--- config.mk ---
export PLATFORM = sky130hd
export DESIGN_NAME = fft_stage_sched
export DESIGN_NICKNAME = d
export VERILOG_FILES = /design/src/rtl/fft_pkg.sv /design/src/rtl/sched_delay.sv /design/src/rtl/fft_stage_sched.sv
export SDC_FILE = /design/constraint.sdc
export NUM_CORES = 1
export LEC_CHECK = 0
export ABC_CLOCK_PERIOD_IN_PS = 5600
export BUFFER_PORTS_ARGS = -buffer_cell sky130_fd_sc_hd__buf_2
export CAP_MARGIN = 20
export CORE_MARGIN = 2
export CORE_UTILIZATION = 30
export CTS_BUF_LIST = sky130_fd_sc_hd__clkbuf_4
export DETAILED_ROUTE_END_ITERATION = 7
export PLACE_DENSITY_LB_ADDON = 0.25
export SLEW_MARGIN = 15
export SYNTH_ARGS = -nofsm -noshare
export SYNTH_HDL_FRONTEND = slang
export SYNTH_SLANG_ARGS = --single-unit
--- constraint.sdc ---
create_clock -name Clk -period 5.6 [get_ports Clk]
set_input_delay 0 -clock Clk [delete_from_list [all_inputs] [get_ports Clk]]
set_output_delay 0 -clock Clk [all_outputs]
set_load 0.005 [all_outputs]
--- src/rtl/fft_pkg.sv ---
// Shared types, default sizing and butterfly address generation for the
// radix-2 DIF stage scheduler.
package fft_pkg;

    localparam int DEF_LOG2N   = 10;
    localparam int DEF_MEM_LAT = 1;
    localparam int DEF_PE_LAT  = 3;
    localparam int N           = 1 << DEF_LOG2N;
    localparam int L           = DEF_MEM_LAT + DEF_PE_LAT;

    typedef enum logic [1:0] {
        IDLE  = 2'd0,
        ISSUE = 2'd1,
        DRAIN = 2'd2,
        FIN   = 2'd3
    } state_t;

    typedef struct packed {
        logic [31:0] a;
        logic [31:0] b;
        logic [31:0] tf;
    } bfly_t;

    // Butterfly k of stage s: operand pair (a, a+span) and twiddle exponent.
    function automatic bfly_t bfly_addr(input int log2n, input int s, input int k);
        bfly_t r;
        int    span;
        int    lo;
        span = 1 << (log2n - 1 - s);
        lo   = k & (span - 1);
        r.a  = ((k >> (log2n - 1 - s)) << (log2n - s)) | lo;
        r.b  = r.a + span;
        r.tf = lo << s;
        return r;
    endfunction

endpackage

--- src/rtl/sched_delay.sv ---
// Fixed-depth shift register with synchronous active-low clear; aligns
// issue-time information with later pipeline stages.
module sched_delay #(
    parameter int               WIDTH   = 1,
    parameter int               DEPTH   = 1,
    parameter logic [WIDTH-1:0] RST_VAL = '0
) (
    input  logic             clk,
    input  logic             reset_n,
    input  logic [WIDTH-1:0] din,
    output logic [WIDTH-1:0] dout
);

    logic [WIDTH-1:0] pipe [DEPTH];

    always_ff @(posedge clk) begin
        if (!reset_n) begin
            for (int i = 0; i < DEPTH; i++) pipe[i] <= RST_VAL;
        end else begin
            pipe[0] <= din;
            for (int i = 1; i < DEPTH; i++) pipe[i] <= pipe[i-1];
        end
    end

    assign dout = pipe[DEPTH-1];

endmodule

--- src/rtl/fft_stage_sched.sv ---
// Issues butterfly read/twiddle addresses for every DIF stage of an in-place
// FFT and aligns write-back and bypass_n with the PE pipeline.
//
// state | meaning
// IDLE  | waiting for start
// ISSUE | one butterfly per non-held cycle, k = 0 .. N/2-1
// DRAIN | L cycles so the stage's last write lands before the next stage reads
// FIN   | done pulse, back to IDLE
module fft_stage_sched
    import fft_pkg::*;
#(
    parameter int LOG2N   = DEF_LOG2N,
    parameter int MEM_LAT = DEF_MEM_LAT,
    parameter int PE_LAT  = DEF_PE_LAT
) (
    input  logic                    Clk,
    input  logic                    Reset_n,
    input  logic                    start,
    input  logic                    hold,
    output logic                    busy,
    output logic                    done,
    output logic [$clog2(LOG2N):0]  stage,
    output logic                    rd_en,
    output logic [LOG2N-1:0]        rd_addr_a,
    output logic [LOG2N-1:0]        rd_addr_b,
    output logic [LOG2N-2:0]        tf_addr,
    output logic                    bypass_n,
    output logic                    wr_en,
    output logic [LOG2N-1:0]        wr_addr_a,
    output logic [LOG2N-1:0]        wr_addr_b
);

    localparam int LAT       = MEM_LAT + PE_LAT;
    localparam int KW        = LOG2N - 1;
    localparam int SW        = $clog2(LOG2N) + 1;
    localparam int CW        = $clog2(LAT + 1);
    localparam int BYP_DEPTH = MEM_LAT + 2;
    localparam int DW        = 1 + 2 * LOG2N;

    localparam logic [SW-1:0] S_LAST = SW'(LOG2N - 1);
    localparam logic [KW-1:0] K_LAST = '1;

    state_t        state, state_nx;
    logic [KW-1:0] k, k_nx;
    logic [SW-1:0] s, s_nx;
    logic [CW-1:0] cnt, cnt_nx;

    bfly_t         bf;
    logic          byp_issue;
    logic          byp_hold;
    logic [DW-1:0] wr_word;
    logic [1:0]    byp_word;
    logic          unused_bf_bits;

    always_ff @(posedge Clk) begin
        if (!Reset_n) begin
            state <= IDLE;
            k     <= '0;
            s     <= '0;
            cnt   <= '0;
        end else begin
            state <= state_nx;
            k     <= k_nx;
            s     <= s_nx;
            cnt   <= cnt_nx;
        end
    end

    always_comb begin
        state_nx = state;
        k_nx     = k;
        s_nx     = s;
        cnt_nx   = cnt;
        rd_en    = 1'b0;
        done     = 1'b0;
        case (state)
            IDLE: begin
                if (start) begin
                    state_nx = ISSUE;
                    s_nx     = '0;
                    k_nx     = '0;
                end
            end
            ISSUE: begin
                if (!hold) begin
                    rd_en = 1'b1;
                    k_nx  = k + KW'(1);
                    if (k == K_LAST) begin
                        state_nx = DRAIN;
                        cnt_nx   = CW'(LAT - 1);
                    end
                end
            end
            DRAIN: begin
                if (cnt == '0) begin
                    if (s == S_LAST) begin
                        state_nx = FIN;
                    end else begin
                        state_nx = ISSUE;
                        s_nx     = s + SW'(1);
                        k_nx     = '0;
                    end
                end else begin
                    cnt_nx = cnt - CW'(1);
                end
            end
            FIN: begin
                done     = 1'b1;
                state_nx = IDLE;
                s_nx     = '0;
            end
            default: state_nx = IDLE;
        endcase
    end

    always_comb bf = bfly_addr(LOG2N, int'(s), int'(k));

    // Addresses are forced to zero off-issue so the delay line carries clean bubbles.
    assign rd_addr_a = rd_en ? bf.a[LOG2N-1:0]  : '0;
    assign rd_addr_b = rd_en ? bf.b[LOG2N-1:0]  : '0;
    assign tf_addr   = rd_en ? bf.tf[LOG2N-2:0] : '0;
    assign unused_bf_bits = ^{bf.a[31:LOG2N], bf.b[31:LOG2N], bf.tf[31:LOG2N-1]};

    assign busy      = (state != IDLE);
    assign stage     = s;
    assign byp_issue = (s != S_LAST);

    sched_delay #(
        .WIDTH   (DW),
        .DEPTH   (LAT),
        .RST_VAL ('0)
    ) u_wr_dly (
        .clk     (Clk),
        .reset_n (Reset_n),
        .din     ({rd_en, rd_addr_a, rd_addr_b}),
        .dout    (wr_word)
    );

    assign {wr_en, wr_addr_a, wr_addr_b} = wr_word;

    sched_delay #(
        .WIDTH   (2),
        .DEPTH   (BYP_DEPTH),
        .RST_VAL (2'b01)
    ) u_byp_dly (
        .clk     (Clk),
        .reset_n (Reset_n),
        .din     ({rd_en, byp_issue}),
        .dout    (byp_word)
    );

    // Last delivered bypass value is kept across hold bubbles and idle gaps.
    always_ff @(posedge Clk) begin
        if (!Reset_n)        byp_hold <= 1'b1;
        else if (byp_word[1]) byp_hold <= byp_word[0];
    end

    assign bypass_n = byp_word[1] ? byp_word[0] : byp_hold;

endmodule
==> results.py <==
metrics = {
    "run_status": {
        "status": "finished clean",
    },
    "global_routing": {
        "antenna_found_initial": 0,
        "grt_max_degree": 77,
        "grt_pass1_vias": 4413,
        "grt_pass1_wl_um": 24100,
        "groute.usage.overall_pct": 15.53,
        "gr-total-overflow": 0,
    },
    "timing": {
        "slew-limit-headroom_pct": 37.70,
        "whs_ps": 58.60,
        "post-route-period-util_pct": 92.74,
        "max_freq_ghz": 0.1925,
        "fin_crit_ps": 5194,
        "tightest_slew_ps": 927.8,
        "skew_ps": 20.29,
        "setup_viol": 0,
        "setup_tns_ps": 0,
        "slew_viol_final": 0,
        "rsz0062_at_grt": "false",
        "final-hold-violation-count": 0,
    },
    "floorplanning": {
        "start_util_pct": 30.72,
        "num_io_pins": 63,
        "die_h_um": 139.9,
        "chipWidth_um": 139.9,
        "core_area_um2": 18020,
        "fp.dieArea_um2": 19560,
        "num_rows": 49,
    },
    "route": {
        "first_iter_violations": 381,
        "via_count": 4693,
        "finalWirelength_um": 15250,
        "drt-vias-per-instance": 5.151,
        "drc": 0,
        "drtAntennaViolNets": 0,
        "routedWlPerCell_um": 16.73,
        "first_pass_iters": 5,
    },
    "hold_path": {
        "hp-class": "input port to flop",
        "hold_path_depth": 4,
    },
    "logic_synthesis": {
        "synth_flop_cell": "dfxtp_1",
        "avgSynthCellArea_um2": 8.705,
        "yosys_warnings": 0,
        "synthTopCellsByCount": "107 x dfxtp_1, 76 x and2_1, 61 x nor2_1",
        "synth.area.top_cells": "dfxtp_1 39%, and2_1 8.6%, ha_1 5.2%",
        "yosysTopAreaCell": "dfxtp_1",
        "async_flop_share_pct": 0,
        "ys_ff_latch": 107,
        "synth.most_common_cell": "dfxtp_1",
        "syn_inst": 636,
        "netlist_area_um2": 5537,
        "ys_types": 74,
        "synth-edff-count": 0,
        "synth.top_cell.area_share_pct": 38.69,
        "syn_nets": 664,
        "seq_area_frac_synth_pct": 38.69,
    },
    "power_and_ir_drop": {
        "switching_share_pct": 34.91,
        "internal_power_uw": 1011,
        "pwr-share-seq_pct": 52.7,
        "power.density_nw_per_um2": 253.5,
        "power.leakage_uw": 0.002632,
        "clock_power_share_pct": 23.5,
        "p_comb_share_pct": 23.8,
        "ir_drop_uv": 171.2,
        "p_switching_uw": 542.0,
    },
    "cts": {
        "cts_sinks": 107,
        "clkTransAtPathRegs_ps": 170,
        "clockBufferDepth": 2,
        "cts-root-buf": "clkbuf_4",
        "ctsHtreeMaxLevel": 3,
        "clkLatencyLatePin_ps": 470,
        "cts_buffers": 9,
        "cts_tree": "built",
    },
    "layout": {
        "diodes": 0,
        "drive_gt1_share_pct": 18.18,
        "final_nets": 706,
        "nFillCells": 1872,
        "syn_to_final_growth_pct": 10.64,
    },
    "job": {
        "maxCapViolCount": 0,
    },
    "critical_path": {
        "r2r.worst_path.cells": 17,
        "cp_slowest_stage_delay_ps": 430,
        "critPathKind": "flop to output port",
        "endpoint_kind": "output port",
        "required_ps": 5600,
        "worstPathArrival_ps": 5190,
        "cp_max_fo": 12,
        "crit_chain": "inv_1 -> ha_1 -> nor4bb_2 -> o21ba_2 -> nand3_1 -> ha_1 -> o21a_1 -> o21ai_0 -> a21boi_0 -> inv_1 -> ha_1 -> a21oi_1 -> o21ai_0 -> o41ai_2 -> o21a_1 -> or3_1 -> a21oi_1 -> buf_2",
        "critPathSlowestCell": "dfxtp_2",
        "crit_top_cell": "ha_1",
        "start_kind": "flop",
    },
    "place": {
        "dpl.hpwl_um": 11380,
        "numPortBuffers": 62,
        "place_congestion": 0.8951,
    },
}
[power by group through the flow]
stage,sequential [µW],clock [µW],combinational [µW]
after floorplan,821,0,281
after global placement,832,0,358
after detailed placement,833,0,364
after CTS,817,387,367
after global routing,823,412,419
final,818,365,369
[final cells by class]
type | instances | area (µm²) | area share, %
multi-input cells | 457 | 3062 | 49.98
flip-flops and latches | 107 | 2143 | 34.99
repair buffers | 72 | 390.4 | 6.373
well taps | 229 | 286.5 | 4.677
inverters | 31 | 116.4 | 1.900
clock buffers | 9 | 67.56 | 1.103
clock inverters | 6 | 60.06 | 0.9804
[state kept, by name, summed over array words and instances, names as in the netlist]
signal	cells
u_byp_dly.pipe	6
byp_hold	1
state	2
k	9
stage	5
cnt	3
u_wr_dly.pipe	81
[cell usage in the layout, fill, tap and decap left out, types with 17 or more instances in the layout]
master	n
and3_1	17
a21oi_1	31
dfxtp_1	106
nor3_1	17
ha_1	23
nor2_1	61
o21ai_0	18
nand2_1	39
and2_1	76
inv_1	28
buf_2	62
nand3_1	18
[metrics by stage]
| step | power [µW] | setup slack, ps | cell area, µm² | utilization (%) | instances |
|---|---|---|---|---|---|
| finish | 1553 | 406.4 | 6126 | 33.99 | 911 |
| global route | 1654 | 57.15 | 6126 | 33.99 | 911 |
| CTS | 1571 | 181.8 | 6111 | 33.90 | 911 |
| detailed placement | 1197 | 774.3 | 5963 | 33.08 | 894 |
| global placement | 1190 | 929.2 | 5963 | 33.08 | 894 |
| floorplan | 1102 | 1411 | 5537 | - | 636 |
[cell families (layout without fill, tap and decap cells)]
logic type / after synthesis / in the layout / synth area share [%]
AND/OR/NAND/NOR: 268 / 268 / 25.79
AO/OA/AOI/OAI: 127 / 127 / 16.43
flip-flops: 107 / 107 / 38.69
buffers and inverters: 72 / 118 / 6.260
adder cells (fa/ha/maj): 24 / 24 / 5.559
XOR/XNOR: 22 / 22 / 3.480
multiplexers: 16 / 16 / 3.797
[critical path: cells and delay by family, from the launching register on]
family / cells / cell delay [ps]
AOI/OAI and AO/OA: 9 / 1930
adders and majority gates: 3 / 1100
and+or+nand+nor: 3 / 870
DFF: 1 / 430
buffers and inverters: 3 / 380
[final timing paths]
check | slack [ps] | endpoint | startpoint
worst min register to register | 420 | u_wr_dly.pipe[1][5] | u_wr_dly.pipe[0][5]
worst max-delay path | 410 | rd_addr_b[9] | stage[2]
worst max register to register | 980 | u_wr_dly.pipe[0][9] | stage[2]
worst min-delay path | 60 | cnt[2] | hold
[routing by layer]
metal / global-route usage (%) / wire length (µm)
met1: 21.18 / 7181
met2: 24.96 / 6857
met3: 2.856 / 854
met4: 4.842 / 352
met5: 0 / 0
[what timing repair did]
action / 4_1_cts / 5_1_grt
hold endpoints to repair: 3 / 0
endpoints found under the setup margin: 0 / 3
setup buffers: 0 / 0
gates resized for setup: 0 / 3
hold buffers: 2 / 0
Power figures use the tool's default switching activity.
